===== config.mk =====
export PLATFORM = sky130hd
export DESIGN_NAME = operation_sequencer
export DESIGN_NICKNAME = d
export VERILOG_FILES = /design/src/rtl/operation_sequencer.sv
export SDC_FILE = /design/constraint.sdc
export NUM_CORES = 1
export LEC_CHECK = 0
export ABC_AREA = 0
export CAP_MARGIN = 5
export CORE_MARGIN = 3
export CORE_UTILIZATION = 54
export DETAILED_ROUTE_END_ITERATION = 8
export HOLD_SLACK_MARGIN = 0.1
export PLACE_DENSITY_LB_ADDON = 0.1
export REMOVE_ABC_BUFFERS = 1
export SYNTH_ARGS = -nofsm -noshare
export SYNTH_HDL_FRONTEND = slang
export SYNTH_SLANG_ARGS = --single-unit

===== constraint.sdc =====
create_clock -name clk -period 5 [get_ports clk]
set_clock_uncertainty 0.15 [all_clocks]
set_input_delay 1.5 -clock clk [delete_from_list [all_inputs] [get_ports clk]]
set_output_delay 1.5 -clock clk [all_outputs]
set_load 0.005 [all_outputs]

===== src/rtl/operation_sequencer.sv =====
// Command sequencer for the add/subtract processor: buffers commands in a FIFO,
// issues them one at a time, waits the fixed processor latency, returns the result.
module operation_sequencer #(
  parameter int WORDSIZE     = 64,
  parameter int FIFO_DEPTH   = 4,
  parameter int PROC_LATENCY = 7
) (
  input  logic                          clk,
  input  logic                          rst_n,
  input  logic                          cmd_valid,
  output logic                          cmd_ready,
  input  logic [WORDSIZE-1:0]           cmd_num1,
  input  logic [WORDSIZE-1:0]           cmd_num2,
  input  logic                          cmd_operation,
  output logic [WORDSIZE-1:0]           proc_num1,
  output logic [WORDSIZE-1:0]           proc_num2,
  output logic                          proc_operation,
  output logic                          proc_start,
  input  logic [WORDSIZE-1:0]           proc_result,
  output logic                          rsp_valid,
  input  logic                          rsp_ready,
  output logic [WORDSIZE-1:0]           rsp_result,
  output logic                          rsp_operation,
  output logic                          busy,
  output logic [$clog2(FIFO_DEPTH):0]   fifo_count
);

  localparam int PTR_W = $clog2(FIFO_DEPTH);
  localparam int CNT_W = PTR_W + 1;
  localparam int LAT_W = $clog2(PROC_LATENCY + 1);

  typedef enum logic [1:0] {IDLE, ISSUE, WAIT, DONE} state_t;

  state_t state, next_state;

  logic [WORDSIZE-1:0] num1_mem [FIFO_DEPTH];
  logic [WORDSIZE-1:0] num2_mem [FIFO_DEPTH];
  logic                op_mem   [FIFO_DEPTH];
  logic [PTR_W-1:0]    wr_ptr, rd_ptr;
  logic [LAT_W-1:0]    lat_cnt;
  logic                push, pop;

  // Ready depends only on the registered count, so a full FIFO refuses a push even when popping.
  assign cmd_ready = (fifo_count < CNT_W'(FIFO_DEPTH));
  assign push      = cmd_valid && cmd_ready;
  assign pop       = (state == IDLE) && (fifo_count != '0);

  always_ff @(posedge clk) begin
    if (push) begin
      num1_mem[wr_ptr] <= cmd_num1;
      num2_mem[wr_ptr] <= cmd_num2;
      op_mem[wr_ptr]   <= cmd_operation;
    end
  end

  always_ff @(posedge clk or negedge rst_n) begin
    if (!rst_n) begin
      wr_ptr     <= '0;
      rd_ptr     <= '0;
      fifo_count <= '0;
    end else begin
      if (push) wr_ptr <= wr_ptr + 1'b1;
      if (pop)  rd_ptr <= rd_ptr + 1'b1;
      case ({push, pop})
        2'b10:   fifo_count <= fifo_count + 1'b1;
        2'b01:   fifo_count <= fifo_count - 1'b1;
        default: fifo_count <= fifo_count;
      endcase
    end
  end

  always_ff @(posedge clk or negedge rst_n) begin
    if (!rst_n) state <= IDLE;
    else        state <= next_state;
  end

  always_comb begin
    next_state = state;
    proc_start = 1'b0;
    rsp_valid  = 1'b0;
    busy       = (state != IDLE);
    case (state)
      IDLE:  if (fifo_count != '0) next_state = ISSUE;
      ISSUE: begin
        proc_start = 1'b1;
        next_state = WAIT;
      end
      WAIT:  if (lat_cnt == '0) next_state = DONE;
      DONE: begin
        rsp_valid = 1'b1;
        if (rsp_ready) next_state = IDLE;
      end
      default: next_state = IDLE;
    endcase
  end

  // Operand registers hold their last command between issues; results are captured verbatim.
  always_ff @(posedge clk or negedge rst_n) begin
    if (!rst_n) begin
      proc_num1      <= '0;
      proc_num2      <= '0;
      proc_operation <= 1'b0;
      rsp_result     <= '0;
      rsp_operation  <= 1'b0;
      lat_cnt        <= '0;
    end else begin
      case (state)
        IDLE: if (pop) begin
          proc_num1      <= num1_mem[rd_ptr];
          proc_num2      <= num2_mem[rd_ptr];
          proc_operation <= op_mem[rd_ptr];
        end
        ISSUE: lat_cnt <= LAT_W'(PROC_LATENCY - 1);
        WAIT: begin
          if (lat_cnt == '0) begin
            rsp_result    <= proc_result;
            rsp_operation <= proc_operation;
          end else begin
            lat_cnt <= lat_cnt - 1'b1;
          end
        end
        default: ;
      endcase
    end
  end

endmodule


==> impl.org, run 1 <==
** Outcome
- Outcome :: completed

** Job
- Maxcap violations :: 0

** STA
- Measured slew at the worst slew-check pin :: 992 ps
- # setup viols final :: 0
- Post-route clock period utilization :: 70.4%
- Final hold analysis gives a worst-case slack of 318 ps.
- Slew headroom :: 33.9%
- Fmax :: 284 MHz
- Number of max-slew violations in the final report :: 0
- Setup repair after global routing left no endpoint under its margin.
- Time the worst path needs with I/O delays and setup :: 3520 ps
- Fin. Hold Viols :: 0
- Across all setup checks in the final design, the least slack found is 1480 ps.

** Synth
- Cells after Synth :: 1431
- The synthesized design contains 722 register bits.
- In the synthesized netlist the async set-or-reset flop fraction comes to 28.5%.
- Mean instance size in the synthesized netlist :: 18.6 um2
- The synthesized netlist occupies a cell area of 26600 um2.
- Ranked by total cell area, the synthesized netlist is headed by sky130_fd_sc_hd__edfxtp_1, sky130_fd_sc_hd__dfrtp_1, sky130_fd_sc_hd__mux4_2.
- Yosys printed 0 warnings.
- Among all flip-flop cells after synthesis, the most frequent one is sky130_fd_sc_hd__edfxtp_1.
- The netlist uses 32 different library cells.
- Number of synthesized flops with an enable pin :: 516
- Top-area cell type share of the netlist area :: 58.2%
- Of all cell types, the one taking the most synthesized area is sky130_fd_sc_hd__edfxtp_1.
- Sequential cells were found to cover 77.5% of the synthesized design area.

** Clock tree
- CTS built an H-tree with a depth of 3.
- The clock reaches the later pin of the worst-skew pair after 590 ps.
- Total CTS buffers :: 72
- TritonCTS built the clock tree.
- Root Buffer :: sky130_fd_sc_hd__clkbuf_16
- The longest clock path from root to sink contains 3 buffers.
- After clock tree synthesis, the clock-pin slew on the worst setup and hold paths is 60 ps.
- Post-cts repair resize count :: 0
- Number of buffers inserted by hold repair at cts :: 0
- Setup bufs post-CTS :: 0
- The tree built by TritonCTS fans out to 722 sinks.

** Final layout
- Of the cells placed in the final design, the portion with a size suffix greater than 1 is 17.0%.
- Nets :: 2075
- At the end of the flow the core is filled with cells to 69.8%.
- With fillers left out, the area of the finished cells amounts to 33700 um2.
- Non-filler instance count after layout :: 2584
- The area growth from synthesis to layout is 26.5%.

** GRT
- In the global route stage, overall resource usage came out at 22.7%.
- Entering global routing, the biggest net connects 98 pins.
- Number of global-route vias before repair :: 14.8k
- After global routing the overflow that remains totals 0.
- The first global-routing pass estimated 90200 um of wire.
- Number of antenna violations at the first check in global routing :: 9

** Die
- Row generation in the floorplan step produced 80 rows.
- The die covers 52000 um2.
- Effective utilization at floorplan :: 55.2%
- From left edge to right edge, the die measures 228 um.
- Die height :: 228 um
- Core area :: 48200 um2
- Pin placement for this block handled 398 I/O pins.

** Worst setup path
- CP max stage delay :: 500 ps
- Counting cells, the worst reg-to-reg path comes to 10.
- Cell type with the highest occurrence count on the critical path :: sky130_fd_sc_hd__inv_1
- Required @ worst endpoint :: 3350 ps
- The slowest stage of the critical path belongs to the cell sky130_fd_sc_hd__clkdlybuf4s50_1.
- STA classifies the critical path endpoint as a primary output.
- CP Cell Sequence :: inv_1 > ha_1 > inv_1 > clkdlybuf4s50_1
- Type of origin of the critical path :: flip-flop
- Startpoint of the worst register-to-register path :: state[0]
- Arrival @ worst endpoint :: 1870 ps
- The worst setup path is of the flip-flop to primary output kind.
- Terminus of the critical flop-to-flop path :: fifo_count[2]
- Buf/Inv on CP :: 3
- Minimum setup slack among reg-to-reg paths :: 2270 ps
- Top Family by Delay on Critical Path :: buffers and inverters
- Of all nets on the critical path, the largest fanout is 4.

** Detailed routing
- Met3 wire length :: 3390 um
- DRC violation total after the first TritonRoute iteration :: 881
- The first detailed-routing pass ran for 5 iterations.
- Via-to-Cell Ratio :: 5.36
- DR top layer :: met5
- The detailed router placed 13.8k vias in this run.
- Post-detailed-route count of antenna-violating nets :: 0
- Post-detailed-routing wire length :: 57800 um
- In the final routing, the length of wire on met1 measures 23700 um.
- Wire length per cell after detailed routing :: 22.4 um
- After detailed routing, the number of remaining DRC violations is 0.
- Met2 routed WL :: 29200 um

** Power and ir drop
- The worst-case IR drop observed on VDD is 0.000376 V.
- In this run the static leakage power is 12.5 nW.
- Pwr per Cell Area :: 589 nW/um2

** Placement
- At the placement stage, the worst setup path has a slack of 998 ps.
- After legalization and detailed placement, the total HPWL measured 37400 um.
- Placement-stage cell area :: 31400 um2
- Placed Cells incl. Taps :: 2447
- Port bufs :: 397
- Routability-driven placement finished with a final weighted congestion of 0.817.

** Worst hold path
- The min-delay analysis places its worst path in the category flip-flop to flip-flop.
- The worst hold path passes through 2 cells.
- Worst hold start :: proc_num1[38]
- The path with the worst hold slack has its endpoint at proc_num1[38].
-- tightest hold or removal path, stage by stage, from the launching register on --
cell and delay, ps:
sky130_fd_sc_hd__dfrtp_1 330, sky130_fd_sc_hd__nand2_1 50, sky130_fd_sc_hd__nand2_1 50
-- registers in the layout, indices dropped and copies added, names as in the netlist --
register	flops
num1_mem	256
num2_mem	256
proc_num1	64
proc_num2	64
rsp_result	64
op_mem	4
fifo_count	3
lat_cnt	3
rd_ptr	2
state	2
wr_ptr	2
proc_operation	1
rsp_operation	1
-- cell families (layout without fill, tap and decap cells) --
logic type | after synthesis | count (layout) | share of synthesized area [%]
AOI/OAI and AO/OA | 7 | 7 | 0.197
xor gates and xnor gates | 6 | 6 | 0.197
adders and majority gates | 13 | 13 | 0.639
buffers and inverters | 81 | 573 | 1.85
DFF | 722 | 722 | 77.5
muxes | 198 | 198 | 13.8
other | 0 | 5 | 0
and+or+nand+nor | 404 | 404 | 5.80
-- synth_stat cells, types with 2 or more instances --
master,n
sky130_fd_sc_hd__edfxtp_1,516
sky130_fd_sc_hd__nand2_1,392
sky130_fd_sc_hd__dfrtp_1,206
sky130_fd_sc_hd__mux4_2,129
sky130_fd_sc_hd__mux2_2,65
sky130_fd_sc_hd__buf_2,21
sky130_fd_sc_hd__buf_6,15
sky130_fd_sc_hd__inv_1,15
sky130_fd_sc_hd__ha_1,12
sky130_fd_sc_hd__buf_1,10
sky130_fd_sc_hd__buf_4,10
sky130_fd_sc_hd__clkbuf_1,8
sky130_fd_sc_hd__xnor2_1,5
sky130_fd_sc_hd__and2_1,4
sky130_fd_sc_hd__mux2i_1,3
sky130_fd_sc_hd__nor2_1,3
sky130_fd_sc_hd__o21ai_0,2
-- layout by cell type, fill, tap and decap left out, drive strengths merged, types with 4 or more instances in the layout --
cell,instances
nand2,392
ha,12
clkbuf,108
diode,5
mux4,129
edfxtp,516
and2,4
buf,29
xnor2,5
dfrtp,206
clkinv,21
clkdlybuf4s50,396
mux2,66
inv,16
-- final cells by class --
cell class	count	area (um2)
timing repair buffer	425	4330
clock buffer	108	2120
antenna	5	12.5
clock inverter	24	168
sequential	722	20700
inverter	16	62.6
multi-input combinational	628	5520
fill	3219	14600
tap	656	821
-- layer usage --
| metal | GRT usage (%) | vias up |
|---|---|---|
| li1 | - | 6200 |
| met1 | 30.3 | 7090 |
| met5 | 0 | - |
| met3 | 5.41 | 103 |
| met2 | 37.7 | 447 |
| met4 | 7.02 | 6 |
-- where the power goes --
part | total, mW | internal, mW | switching [mW]
logic | 5.94 | 3.24 | 2.70
registers | 8.72 | 7.92 | 0.806
clock network | 5.19 | 3.04 | 2.15
-- how the worst max path moves through the flow --
stage | start | endpoint | slack, ps | depth (start not counted)
3_5_place_dp | cmd_valid | num2_mem[2][29] | 1000 | 4
4_1_cts | state[0] | busy | 1440 | 4
5_1_grt | state[0] | busy | 1360 | 4
6_report | state[0] | busy | 1480 | 4
3_3_place_gp | cmd_valid | num2_mem[2][29] | 1000 | 4
2_1_floorplan | fifo_count[1] | fifo_count[1] | -3590 | 6
-- per-stage QoR --
| step | TNS, ps | power, mW |
|---|---|---|
| 6_report | 0 | 19.9 |
| 5_1_grt | 0 | 20.9 |
| 4_1_cts | 0 | 20.2 |
| 3_5_place_dp | 0 | 14.9 |
| 3_3_place_gp | 0 | 14.8 |
| 2_1_floorplan | -616880 | 12.2 |
Note: power is estimated with default switching activity, not from simulation.
==> inputs of run 2 (changes only) <==
Clock period 5 ns to 3.5 ns, I/O delays scaled along.
==> run 2 against run 1 <==
Total power increased by 46%. Routed wire length is 2.0% higher. Sequential power increased by 41%. Combinational power rose by 49%. Largest cell class unchanged. Cell count is 0.93% higher. Critical endpoint is now proc_start. Utilization grew 0.97 points. Critical path type unchanged. Clock power is 49% higher.
==> impl.org, run 2 (same netlist as run 1, synthesis figures left out) <==
** Final layout
- The share of layout cells above drive strength 1 was 18.2% (+1.2 points).
- The largest registers in the layout are num1_mem x256, num2_mem x256.
- Non-filler instance count after layout :: 2608 (+0.93%)
- The count of fill cells added during filler insertion is 3177 (-1.3%).
- Most frequent standard cell in the layout excluding fill and tap cells :: sky130_fd_sc_hd__edfxtp_1
- The final net count is 2092 (+0.82%).
- Layout overhead on the synthesized area :: 28.2%
- Commonest cells after routing, fill and taps aside :: sky130_fd_sc_hd__edfxtp_1, sky130_fd_sc_hd__clkdlybuf4s50_1, sky130_fd_sc_hd__nand2_1

** Clock tree
- The clock latency on the worst-skew pair came to 590 ps (about the same).
- Depth of the CTS H-tree :: 3 (unchanged)
- The number of gates resized after cts is 0 (unchanged).
- The clock transition time at the flip-flop clock pins of the worst setup and hold paths was 60 ps (about the same).
- Longest Clk Path Bufs :: 3 (unchanged)
- The number of CTS-inserted buffers is 72 (unchanged).
- TritonCTS built the clock tree.
- The number of hold buffers added after cts was 0 (unchanged).
- Clock tree synthesis selected as its root buffer the cell sky130_fd_sc_hd__clkbuf_16.
- # clock sinks :: 722 (unchanged)
- The number of buffers inserted to repair setup after CTS came to 0 (unchanged).

** GRT
- Maximum number of pins on one net before global-route repair :: 131 (+34%)
- Number of global-route vias before repair :: 15.1k (+2.4%)
- The total routing usage reported by global routing is 23.2% (+0.44 points).
- Total congestion overflow after global routing :: 0 (unchanged)
- The initial antenna violation count was 17 (+8).
- First-pass GRT wire length :: 92000 um (+2.0%)

** Power and ir drop
- The ratio of total power to cell area was 846 nW/um2 (+44%).
- Total Power :: 28.9 mW (+46%)
- Leak pwr :: 12.7 nW (+1.7%)
- Worst voltage drop across the vdd grid :: 0.000659 V (+75%)

** Die
- The overall die height is 228 um (unchanged).
- The initial core utilization came to 55.2% (unchanged).
- Total die area :: 52000 um2 (unchanged)
- Standard-cell rows :: 80 (unchanged)
- Core area :: 48200 um2 (unchanged)
- Num ports :: 398 (unchanged)
- Die Width :: 228 um (unchanged)

** Placement
- The count of port buffers added during placement came to 397 (unchanged).
- The HPWL after detailed placement is 37700 um (+0.71%).
- The count of placed standard cells including taps came to 2464 (+0.69%).
- Routability congestion estimate from global placement :: 0.824 (+0.97%)

** Detailed routing
- The overall routed net length was 59000 um (+2.0%).
- Via-to-Cell Ratio :: 5.37 (+0.15%)
- Post-detailed-route count of antenna-violating nets :: 0 (unchanged)
- DRC violation total after the first TritonRoute iteration :: 997 (+13%)
- Wire length per cell after detailed routing :: 22.6 um (+1.1%)
- The DRC violations left came to 0 (unchanged).
- Via total after detailed routing :: 14.0k (+1.1%)
- The count of TritonRoute iterations in the first routing pass is 5 (unchanged).

** Worst setup path
- In this run the critical register-to-register path is captured at rsp_result[29].
- The slack of the worst reg-to-reg path is 1100 ps (-1170 ps).
- The maximum fanout along the worst path is 4 (unchanged).
- The worst setup path is captured at a primary output.
- The data arrival at the endpoint of the critical path came to 1900 ps (+30 ps).
- Length in cells of the worst reg-to-reg path :: 6 (-4)
- In this run the critical register-to-register path is launched from state[0].
- The critical path is of the flip-flop to primary output type.
- Required @ worst endpoint :: 2300 ps (-1050 ps)
- Type of origin of the critical path :: flip-flop

** Worst hold path
- Worst hold start :: lat_cnt[0]
- The min-delay analysis places its worst path in the category flip-flop to flip-flop.
- The hold-critical path depth is 1 (-1).
- The path with the worst hold slack has its endpoint at lat_cnt[0].

** STA
- Measured slew at the worst slew-check pin :: 821 ps (-171 ps)
- Unrepaired setup endpoints after global routing :: no
- The total setup violations reported at the end of the flow was 0 (unchanged).
- The final max-slew violation count is 0 (unchanged).
- For this run, the top clock speed supported by timing is 323 MHz.
- Time the worst path needs with I/O delays and setup :: 3100 ps
- Fin. Hold Viols :: 0 (unchanged)
- Post-route clock period utilization :: 88.4%
- The worst max-slew margin expressed relative to the limit was 45.3% (+11 points).

** Job
- The max-capacitance violation count came to 0 (unchanged).

** Outcome
- Outcome :: completed
## run 2: critical path: stages, from the launching register on
cell and delay (ps):
sky130_fd_sc_hd__dfrtp_1 410, sky130_fd_sc_hd__inv_1 120, sky130_fd_sc_hd__ha_1 230, sky130_fd_sc_hd__clkdlybuf4s50_1 540
## run 2: worst max path at each step
stage / startpoint / to / depth (start not counted)
3_3_place_gp: cmd_valid / fifo_count[2] / 10
6_report: state[1] / proc_start / 3
5_1_grt: state[0] / busy / 4
4_1_cts: state[0] / busy / 4
2_1_floorplan: fifo_count[1] / fifo_count[1] / 6
3_5_place_dp: cmd_valid / fifo_count[2] / 10
## run 2: metal layers
| layer | global-route usage, % | vias up | wire [um] |
|---|---|---|---|
| li1 | - | 6242 | - |
| met1 | 29.7 | 7146 | 23200 |
| met2 | 38.5 | 480 | 29900 |
| met3 | 6.09 | 113 | 4190 |
| met4 | 8.60 | 14 | 1680 |
| met5 | 0 | - | 91 |
## run 2: cell type report
type | instances | area (um2) | area share, %
inverter | 16 | 62.6 | 0.183
clock buffer | 105 | 2120 | 6.19
multi-input combinational | 628 | 5520 | 16.2
antenna | 10 | 25.0 | 0.0733
timing repair buffer | 442 | 4670 | 13.7
tap | 656 | 821 | 2.40
clock inverter | 29 | 293 | 0.857
sequential | 722 | 20700 | 60.5
## run 2: stage by stage
stage / setup WS [ps] / setup TNS (ps) / util (%) / hold slack, ps / cell area, um2
2_1_floorplan: -5090 / -1359680 / - / 273 / 26200
3_3_place_gp: 425 / 0 / 65.8 / 297 / 31700
3_5_place_dp: 428 / 0 / 65.8 / 291 / 31700
4_1_cts: 355 / 0 / 70.8 / 299 / 34100
5_1_grt: 306 / 0 / 70.8 / 340 / 34200
6_report: 405 / 0 / 70.8 / 304 / 34200
## run 2: report_power, final
| part | total, mW | internal (mW) | switching [mW] |
|---|---|---|---|
| Sequential | 12.3 | 11.3 | 1.01 |
| Combinational | 8.87 | 4.81 | 4.06 |
| Clock | 7.71 | 4.65 | 3.06 |
==> inputs of run 3 (changes only) <==
Settings changed: ABC_AREA 0 to 1, CORE_MARGIN 3 to not set, CORE_UTILIZATION 54 to 55.
==> run 3 against run 2 <==
Register-to-register slack lost 100 ps. Total power rose by 6.4%. Cell area grew 8.2%. Die area up 6.0%. Utilization is 1.2 points lower. Setup slack worse by 90 ps. Non-clock buffer count is 15 lower. Highest routed layer unchanged. Combinational power increased by 20%.
==> impl.org, run 3 <==
** Detailed routing
- The number of design-rule violations left by the first detailed-router iteration came to 1312 (+32%).
- Wire length per cell after detailed routing :: 16.8 um (-26%)
- The overall routed net length is 68400 um (+16%).
- Via-to-Cell Ratio :: 4.95 (-7.7%)
- Post-detailed-route count of antenna-violating nets :: 0 (unchanged)
- Via total after detailed routing :: 20.1k (+44%)
- The count of TritonRoute iterations in the first routing pass is 5 (unchanged).
- The DRC violations left came to 0 (unchanged).

** Die
- Standard-cell rows :: 84 (+5.0%)
- Num ports :: 398 (unchanged)
- The die area was 55200 um2 (+6.0%).
- Core area :: 53100 um2 (+10%)
- Die Width :: 235 um (+3.0%)
- Die height :: 235 um (+3.0%)
- The initial core utilization is 56.2% (+0.98 points).

** Final layout
- The share of layout cells above drive strength 1 was 4.57% (-14 points).
- The final net count was 3517 (+68%).
- Layout overhead on the synthesized area :: 23.9%
- Post-layout utilization of the core :: 69.6% (-1.2 points)
- Leaving out fill and tap cells, the most frequent cell in the layout is sky130_fd_sc_hd__nand2_1.
- The largest registers in the layout are num1_mem x256, num2_mem x256.
- In the layout the commonest cells are sky130_fd_sc_hd__nand2_1, sky130_fd_sc_hd__inv_1, sky130_fd_sc_hd__edfxtp_1.
- Non-Filler Cell Area, Final :: 36900 um2 (+8.2%)

** Power and ir drop
- Leak pwr :: 17.2 nW (+35%)
- The ratio of total power to cell area was 833 nW/um2 (-1.6%).
- The final total power was 30.8 mW (+6.4%).
- The largest voltage drop on the vdd net is 0.000645 V (-2.0%).

** STA
- Setup repair after global routing left no endpoint under its margin.
- Post-route clock period utilization :: 91.0% (+2.6 points)
- The final max-slew violation count was 0 (unchanged).
- Post-route setup TNS :: 0 ps (unchanged)
- The maximum achievable frequency came to 314 MHz (-2.8%).
- Time the worst path needs with I/O delays and setup :: 3180 ps (+89.7 ps)
- The worst max-slew margin expressed relative to the limit came to 20.0% (-25 points).
- # setup viols final :: 0 (unchanged)
- The transition at the pin with the smallest max-transition slack came to 1200 ps (+379 ps).
- The setup slack after layout was 315 ps (-89.7 ps).
- The final number of hold-violating endpoints came to 0 (unchanged).

** Worst setup path
- By startpoint and endpoint, the worst setup path is classified as flip-flop to primary output.
- The buffers plus inverters on the worst setup path is 3 (+1).
- On the critical path, the stage with the largest delay is an instance of sky130_fd_sc_hd__clkdlybuf4s50_1.
- The worst setup path is captured at a primary output.
- The worst stage delay on the critical path was 450 ps (-90 ps).
- The data required time at the worst endpoint is 2300 ps (about the same).
- In this design, the largest share of critical-path delay is due to buffers and inverters.
- The worst setup path is launched from a flip-flop.
- The data arrival at the endpoint of the critical path is 1980 ps (+80 ps).
- Top fanout value on the critical path :: 4 (unchanged)
- CP Cell Sequence :: inv_1 > ha_1 > inv_1 > clkdlybuf4s50_1
- In this design, the critical path's most frequently occurring cell is sky130_fd_sc_hd__inv_1.

** Clock tree
- Clock-pin slew on the worst setup and hold paths :: 60 ps (about the same)
- The number of buffers inserted to repair setup after CTS is 0 (unchanged).
- The CTS sink count is 722 (unchanged).
- CTS tree :: done
- Depth of the CTS H-tree :: 3 (unchanged)
- Number of buffers inserted by hold repair at cts :: 0 (unchanged)
- The number of gates resized after cts came to 0 (unchanged).
- The largest buffer count on any clock path is 3 (unchanged).
- The number of CTS-inserted buffers came to 76 (+5.6%).
- The clock latency on the worst-skew pair was 600 ps (about the same).
- The root buffer cell chosen for the clock tree is sky130_fd_sc_hd__clkbuf_16.

** Synth
- After synthesis, the most frequently instantiated cells are sky130_fd_sc_hd__nand2_1, sky130_fd_sc_hd__inv_1, sky130_fd_sc_hd__edfxtp_1.
- Arithmetic-cell share of the synthesized area counting full adders, half adders and majority gates :: 0.571% (-0.068 points)
- In the synthesized netlist the dominant register cell turns out to be sky130_fd_sc_hd__edfxtp_1.
- Top-area cell type share of the netlist area :: 52.0% (-6.2 points)
- Synth area leaders :: sky130_fd_sc_hd__edfxtp_1, sky130_fd_sc_hd__dfrtp_1, sky130_fd_sc_hd__nand2_1
- The per-instance average area after synthesis is 10.2 um2 (-45%).
- Synth unique cells :: 26 (-19%)
- Synth Area in XOR/XNOR :: 0.147% (-0.050 points)
- The number of enable-type register cells in the synthesized netlist was 516 (unchanged).
- The number of synthesized register bits was 722 (unchanged).
- The share of async-settable or async-resettable flops after synthesis came to 28.5% (unchanged).
- By area, the combinational part of the netlist is dominated by simple AND/OR/NAND/NOR gates.
- The simple-gate area share of the yosys netlist came to 18.7% (+13 points).
- The sequential-to-total area share from yosys stat came to 69.2% (-8.3 points).
- Largest area contributor in the synthesized netlist :: sky130_fd_sc_hd__edfxtp_1
- The compound-gate portion of the synthesized area came to 1.18% (+0.99 points).
- The synthesized instance count is 2930 (+100%).
- The multiplexer area fraction after synthesis came to 0% (-14 points).
- The post-synthesis instance area came to 29800 um2 (+12%).
- Among all cell types in the netlist, the one instantiated most often is sky130_fd_sc_hd__nand2_1.
- The count of yosys warnings during synthesis came to 0 (unchanged).

** GRT
- The via count of the first global-routing pass is 20.2k (+33%).
- The residual overflow from global routing is 0 (unchanged).
- Maximum number of pins on one net before global-route repair :: 260 (+98%)
- Number of antenna violations at the first check in global routing :: 13 (-4)
- The global-route wire length before repair is 108000 um (+18%).
- The total routing usage reported by global routing came to 25.2% (+2.1 points).

** Placement
- Post-detailed-placement half-perimeter wirelength :: 42100 um (+12%)
- Routability congestion estimate from global placement :: 0.917 (+11%)
- The count of port buffers added during placement came to 397 (unchanged).
- Placement-stage cell area :: 34400 um2 (+8.5%)
- Worst slack, placed :: 428 ps (+0.0290 ps)

** Outcome
- Outcome :: completed

** Job
- Maxcap violations :: 0 (unchanged)

** Worst hold path
- Type of the tightest min-delay check :: primary input to async pin
-- run 3: where the power goes --
group / internal [mW] / switching, mW / total (mW)
logic: 4.37 / 6.24 / 10.6
registers: 11.3 / 0.900 / 12.2
clock network: 4.75 / 3.16 / 7.91
-- run 3: kinds of logic after synthesis --
group	count (synthesis)
AND/OR/NAND/NOR	1389
adder cells (fa/ha/maj)	13
buffers and inverters	731
XOR/XNOR	5
AO/OA/AOI/OAI	70
flip-flops	722
-- run 3: layer usage --
layer / global-route usage [%] / share of wire (%) / routed length [um]
met5: 0 / 0.10 / 70
met4: 10.4 / 3.2 / 2200
met3: 5.45 / 6.6 / 4490
met2: 42.9 / 49 / 33600
met1: 31.4 / 41 / 28100
-- run 3: cell type report --
type,instances,area (um2)
multi-input combinational,1477,6180
sequential,722,20700
inverter,603,2280
antenna,10,25.0
clock inverter,28,234
clock buffer,112,2250
fill,3844,16100
tap,688,861
timing repair buffer,427,4450
-- run 3: worst register-to-register path, cell delays in order, from the launching register on --
cell and delay, ps:
sky130_fd_sc_hd__dfrtp_1 400, sky130_fd_sc_hd__inv_1 100, sky130_fd_sc_hd__ha_1 310, sky130_fd_sc_hd__nand2_8 310
sky130_fd_sc_hd__buf_4 830, sky130_fd_sc_hd__nand2_1 200, sky130_fd_sc_hd__nand2_1 130
-- run 3: stage by stage --
stage	hold WS, ps	instances
4_1_cts	186	4057
2_1_floorplan	302	2802
6_report	203	4067
3_5_place_dp	314	3917
3_3_place_gp	310	3917
5_1_grt	209	4063
-- run 3: final timing paths --
| kind | start | end | slack [ps] | depth (start not counted) |
|---|---|---|---|---|
| max | state[0] | busy | 320 | 4 |
| min | rst_n | rsp_result[57] | 200 | 1 |
| max reg2reg | state[0] | proc_num2[43] | 1000 | 6 |
| min reg2reg | proc_num2[47] | proc_num2[47] | 330 | 2 |
| max in group asynchronous | rst_n | proc_num1[6] | 2110 | 2 |
| min in group clk | proc_num2[47] | proc_num2[47] | 330 | 2 |
